File: config.mk
export PLATFORM = sky130hd
export DESIGN_NAME = b2_serial_adder
export DESIGN_NICKNAME = d
export VERILOG_FILES = /design/src/rtl/b2_serial_adder.sv
export SDC_FILE = /design/constraint.sdc
export NUM_CORES = 1
export LEC_CHECK = 0
export ABC_CLOCK_PERIOD_IN_PS = 4300
export BUFFER_PORTS_ARGS = -buffer_cell sky130_fd_sc_hd__buf_2
export CORE_ASPECT_RATIO = 0.6
export CORE_MARGIN = 5
export CORE_UTILIZATION = 37
export DETAILED_ROUTE_END_ITERATION = 10
export GPL_ROUTABILITY_DRIVEN = 1
export SETUP_SLACK_MARGIN = 0.2
export SYNTH_ARGS = -nofsm -noshare
export SYNTH_HDL_FRONTEND = slang
export SYNTH_SLANG_ARGS = --single-unit
File: constraint.sdc
create_clock -name clock -period 4.3 [get_ports clock]
set_clock_uncertainty 0.2 [all_clocks]
set_input_delay 0 -clock clock [delete_from_list [all_inputs] [get_ports clock]]
set_output_delay 0 -clock clock [all_outputs]
set_load 0.03 [all_outputs]
File: src/rtl/b2_serial_adder.sv
// rtl/b2_serial_adder.sv - bit-serial base-2 adder (x + y + cin, LSB first, soc/eoc handshake); define B2_SERIAL_ADDER_OVF_EN to add the ovf output
module b2_serial_adder #(
  parameter int N = 8
) (
  input  logic         clock,
  input  logic         reset_,
  input  logic         soc,
  input  logic [N-1:0] x,
  input  logic [N-1:0] y,
  input  logic         cin,
  output logic [N-1:0] s,
  output logic         cout,
`ifdef B2_SERIAL_ADDER_OVF_EN
  output logic         ovf,
`endif
  output logic         eoc
);

  localparam int CW = $clog2(N);

  typedef enum logic [1:0] {
    ST_IDLE = 2'd0,
    ST_CALC = 2'd1,
    ST_WAIT = 2'd2
  } state_t;

  state_t         state_q;
  state_t         state_d;

  // Operand shift registers; bit 0 feeds the full-adder cell each step.
  logic [N-1:0]   xa_q;
  logic [N-1:0]   yb_q;
  // Partial result: N-1 bits suffice because the N-th sum bit goes straight to s.
  logic [N-2:0]   res_q;
  logic           carry_q;
  logic [CW-1:0]  cnt_q;

  logic           start;
  logic           step;
  logic           last_step;
  logic           sum_bit;
  logic           carry_nxt;
  logic [N-1:0]   res_ext;

  assign start     = (state_q == ST_IDLE) && soc;
  assign step      = (state_q == ST_CALC);
  assign last_step = step && (cnt_q == CW'(N - 1));

  // Single full-adder cell on the operand LSBs and the carry flip-flop.
  assign sum_bit   = xa_q[0] ^ yb_q[0] ^ carry_q;
  assign carry_nxt = (xa_q[0] & yb_q[0]) | (carry_q & (xa_q[0] ^ yb_q[0]));

  // New sum bit enters from the MSB side; on the final step this is the full result.
  assign res_ext   = {sum_bit, res_q};

  // State register.
  always_ff @(posedge clock or negedge reset_) begin
    if (!reset_) begin
      state_q <= ST_IDLE;
    end else begin
      state_q <= state_d;
    end
  end

  // Next-state logic: start on soc in IDLE, finish after N steps, re-arm once soc drops.
  always_comb begin
    state_d = state_q;
    case (state_q)
      ST_IDLE: begin
        if (soc) begin
          state_d = ST_CALC;
        end
      end
      ST_CALC: begin
        if (last_step) begin
          state_d = ST_WAIT;
        end
      end
      ST_WAIT: begin
        if (!soc) begin
          state_d = ST_IDLE;
        end
      end
      default: begin
        state_d = ST_IDLE;
      end
    endcase
  end

  // Output decode: eoc is low only while a conversion is running.
  always_comb begin
    eoc = 1'b1;
    if (state_q == ST_CALC) begin
      eoc = 1'b0;
    end
  end

  // Datapath: load operands at start, then one shift/add step per cycle in CALC.
  always_ff @(posedge clock or negedge reset_) begin
    if (!reset_) begin
      xa_q    <= '0;
      yb_q    <= '0;
      res_q   <= '0;
      carry_q <= 1'b0;
      cnt_q   <= '0;
    end else if (start) begin
      xa_q    <= x;
      yb_q    <= y;
      carry_q <= cin;
      cnt_q   <= '0;
    end else if (step) begin
      xa_q    <= xa_q >> 1;
      yb_q    <= yb_q >> 1;
      res_q   <= res_ext[N-1:1];
      carry_q <= carry_nxt;
      cnt_q   <= cnt_q + CW'(1);
    end
  end

  // Result registers: updated only on the last step so they hold between completions.
  always_ff @(posedge clock or negedge reset_) begin
    if (!reset_) begin
      s    <= '0;
      cout <= 1'b0;
    end else if (last_step) begin
      s    <= res_ext;
      cout <= carry_nxt;
    end
  end

`ifdef B2_SERIAL_ADDER_OVF_EN
  // Signed overflow: carry into the MSB (carry_q during the last step) differs from carry out.
  always_ff @(posedge clock or negedge reset_) begin
    if (!reset_) begin
      ovf <= 1'b0;
    end else if (last_step) begin
      ovf <= carry_q ^ carry_nxt;
    end
  end
`endif

endmodule

==> results.md <==
- Of the total power, the share spent switching nets is approximately 37%.
- TritonCTS built the clock tree.
- The number of violations reported at the end of detailed-routing iteration 0 is 62.
- The clock drives 38 sinks.
- The vias per cell is 5.09.
- In the final routed layout, each cell accounts on average for 14.2 um.
- The hold violation total from the final report is 0.
- When the netlist entered floorplanning its net count stood at 173.
- The via count is 1307.
- The cell count after synthesis came out at 150.
- After clock tree synthesis, the setup repair step added 0 buffers.
- The via count of the first global-routing pass is approximately 1300.
- The average instance in the mapped netlist occupies 11.1 um^2.
- The first global-routing pass estimated 6210 um of wire.
- Clock-pin slew was measured on the worst setup and hold paths at 80 ps.
- Measured along the y axis, the die boundary spans 62.0 um.
- The chip width is about 97 um.
- For this run, the number of Yosys warnings is 0.
- After layout, the minimum clock period comes to around 1800 ps.
- The fill cell total of the finished layout is 402.
- The final count of negative-setup-slack endpoints is 0.
- After synthesis, the netlist uses 22 different library cells.
- The highest attainable clock frequency is 0.542 GHz.
- After global routing, the most crowded layer is met2.
- The worst hold path belongs to the class in -> async.
- In the final layout, flip-flops and latches occupy 951 um^2.
- At the pin with the least slew margin, the transition time is 822 ps.
- The final estimated routing congestion in global placement is 0.728.
- The net count of the finished layout is 219.
- The number of port buffers is 29.
- The floorplan step defined a die boundary enclosing around 6000 um^2.
- The worst setup path is launched from a flip-flop.
- The total global routing track utilization is between 10% and 20%.
- The flow ran to the end, and the final reports show no timing, DRC or antenna violations.
- The category of the worst setup path capture point is an output port.
- The required time at the endpoint of the critical path is 4100 ps.
- The critical register-to-register path endpoint is yb_q[4].
- Entering global routing, the biggest net connects 39 pins.
- The clock latency on the worst-skew pair is 300 ps.
- In this run the cell area of the synthesized design comes to between 1500 and 2000 um^2.
- The reg-to-reg setup timing slack is between 2000 and 3000 ps.
- At the end of the flow the core is filled with cells to 51.3%.
- The max-capacitance violation count is 0.
- The H-tree was split into 2 levels.
- The depth of the worst register-to-register path is 3.
- The sum of routed wire length over all layers is 3650 um.
- The total negative slack for setup checks is 0 ps.
- The number of optimization iterations in the first detailed-route pass is 4.
- The setup path with the least slack is of type reg -> out.
- The static leakage power is between 1 and 1.5 nW.
- The final instance count without filler cells is 257.
- In this run, CTS created clock tree buffers numbering 5.
- Clock tree synthesis selected as its root buffer the cell clkbuf_8.
- Cells with a size suffix above 1 make up 26.4% of the layout.
- The final count of pins violating max slew was 0.
- The standard cell core area is 4230 um^2.
- The met1 global-route usage is 16.8%.
- The startpoint identified for the worst register-to-register timing path is state_q[1].
- Dividing the final minimum period by the clock period gives 42.9%.
- The clock network fraction of total power is 22.4%.
- Summing all multi-input logic gate instances after layout gives 661 um^2.
- For this design the total switching power over the nets is 0.604 mW.
- The share of total power in combinational logic is 37.8%.
- Counting flops and latches in the post-synthesis netlist gives 38.
- Sequential cells were found to cover 57.0% of the synthesized design area.
- Including well taps, the total number of placed cells is 230.
- The number of antenna diodes in the final layout is 0.
- Per report_power, the sequential group accounts for 39.8% of the total.
- The worst slew slack as a fraction of its limit is 45.2%.
- The aggregate global routing overflow is 0.
- The remaining design rule violation count is 0.
- The number of antenna violations at the first check in global routing is 0.
- The met2 layer usage reported by global route is 20.9%.
- For met3 alone, demand over resource in global routing was 4.68%.
- The maximum count of clock buffers along a single path is 2.
- Data arrives at the worst endpoint at 1640 ps.
- In this run the core area contains 18 standard-cell rows.
- In this run the power density over the cells is 748 nW/um^2.
- The top-level I/O count is 30.
- The internal power is around 1.0 mW.
- VDD sags by at most between 0.0003 and 0.0004 V.
- Compared with the post-synthesis result, the final layout area differs by 30.1%.
- In this run the worst path has a maximum fanout of 23.
- The remaining number of nets flagged by the antenna check after routing is 0.
- Detailed placement ended at an HPWL of ~2500 um.
- For this configuration, the core starts out at a cell density of about two fifths.
- Setup repair after global routing left no endpoint under its margin.
==> stage by stage <==
| stage | area, um^2 | total power [mW] | hold WS, ps | setup WS, ps |
|---|---|---|---|---|
| 2_1_floorplan | 1670 | 1.10 | -496 | 2740 |
| 3_3_place_gp | 1840 | 1.23 | -70.3 | 2650 |
| 3_5_place_dp | 1840 | 1.26 | -37.1 | 2580 |
| 4_1_cts | 2170 | 1.64 | 177 | 2440 |
| 5_1_grt | 2170 | 1.73 | 226 | 2310 |
| 6_report | 2170 | 1.62 | 138 | 2460 |
==> cells in the final DEF, fill, tap and decap left out, drive strengths merged <==
| cell | Yosys | routed |
|---|---|---|
| clkbuf | 1 | 5 |
| bufinv | 0 | 2 |
| fa | 1 | 1 |
| inv | 3 | 3 |
| a21oi | 15 | 15 |
| or2 | 1 | 1 |
| clkinv | 0 | 1 |
| nand2b | 1 | 1 |
| buf | 8 | 29 |
| nand2 | 26 | 26 |
| nand3b | 2 | 2 |
| nor2b | 3 | 3 |
| mux2 | 9 | 9 |
| a22o | 2 | 2 |
| dfrtp | 38 | 38 |
| dlygate4sd3 | 0 | 19 |
| ha | 2 | 2 |
| o21ai | 5 | 5 |
| o221a | 2 | 2 |
| o22ai | 26 | 26 |
| nor2 | 5 | 5 |
==> cell families after synthesis <==
family | Yosys count | synth area share (%)
compound gates | 50 | 18.1
simple gates | 38 | 10.6
flops | 38 | 57.0
buf+inv | 12 | 3.45
mux | 9 | 8.10
fa+ha+maj | 3 | 2.70
==> flip-flops by register name, indices dropped and copies added (netlist names) <==
signal and cells:
s 8, xa_q 8, yb_q 8, res_q 7, cnt_q 3, state_q 2, carry_q 1, cout 1
==> layout make-up <==
class	count	area share [%]
clock buffers	5	3.17
clock inverters	3	3.17
inverters	3	0.519
multi-input cells	100	30.4
flip-flops and latches	38	43.8
well taps	60	3.46
repair buffers	48	15.4
==> worst max path at each step <==
| stage | to | slack, ps | start |
|---|---|---|---|
| after floorplan | cout | 2740 | cnt_q[0] |
| after global placement | yb_q[1] | 2650 | state_q[1] |
| after detailed placement | yb_q[1] | 2580 | state_q[0] |
| after CTS | eoc | 2440 | state_q[0] |
| after global routing | eoc | 2310 | state_q[0] |
| final | eoc | 2460 | state_q[1] |
==> worst max-delay path, stage by stage (launching register included) <==
cell and delay [ps]:
dfrtp_1 500, nor2b_4 340, inv_2 250, buf_2 250
==> cell usage after synthesis (all sizes together) <==
library cell	count	area share, %
nand2	26	6.3
nor2	5	1.1
or2	1	0.38
fa	1	1.2
a21oi	15	4.5
inv	3	0.67
o22ai	26	9.7
o21ai	5	1.5
nand2b	1	0.38
clkbuf	1	0.22
nor2b	3	1.6
o221a	2	1.3
dfrtp	38	57
buf	8	2.5
a22o	2	1.0
ha	2	1.5
nand3b	2	0.90
mux2	9	8.1
==> power groups by stage <==
| stage | Clock [mW] | Combinational, mW | Sequential [mW] |
|---|---|---|---|
| 5_1_grt | 0.386 | 0.678 | 0.668 |
| 4_1_cts | 0.373 | 0.620 | 0.645 |
| 6_report | 0.363 | 0.614 | 0.646 |
| 3_3_place_gp | 0 | 0.584 | 0.644 |
| 3_5_place_dp | 0 | 0.604 | 0.653 |
| 2_1_floorplan | 0 | 0.410 | 0.694 |
==> timing repair <==
item / 4_1_cts / 5_1_grt
resized for setup: 0 / 0
endpoints found under the hold margin: 56 / 0
hold buffers: 19 / 0
==> layer usage <==
layer	wire length, um	up-vias
met5	0	-
met2	1610	36
met3	211	7
met4	80	0
met1	1750	629
li1	-	635
Power figures use the tool's default switching activity.
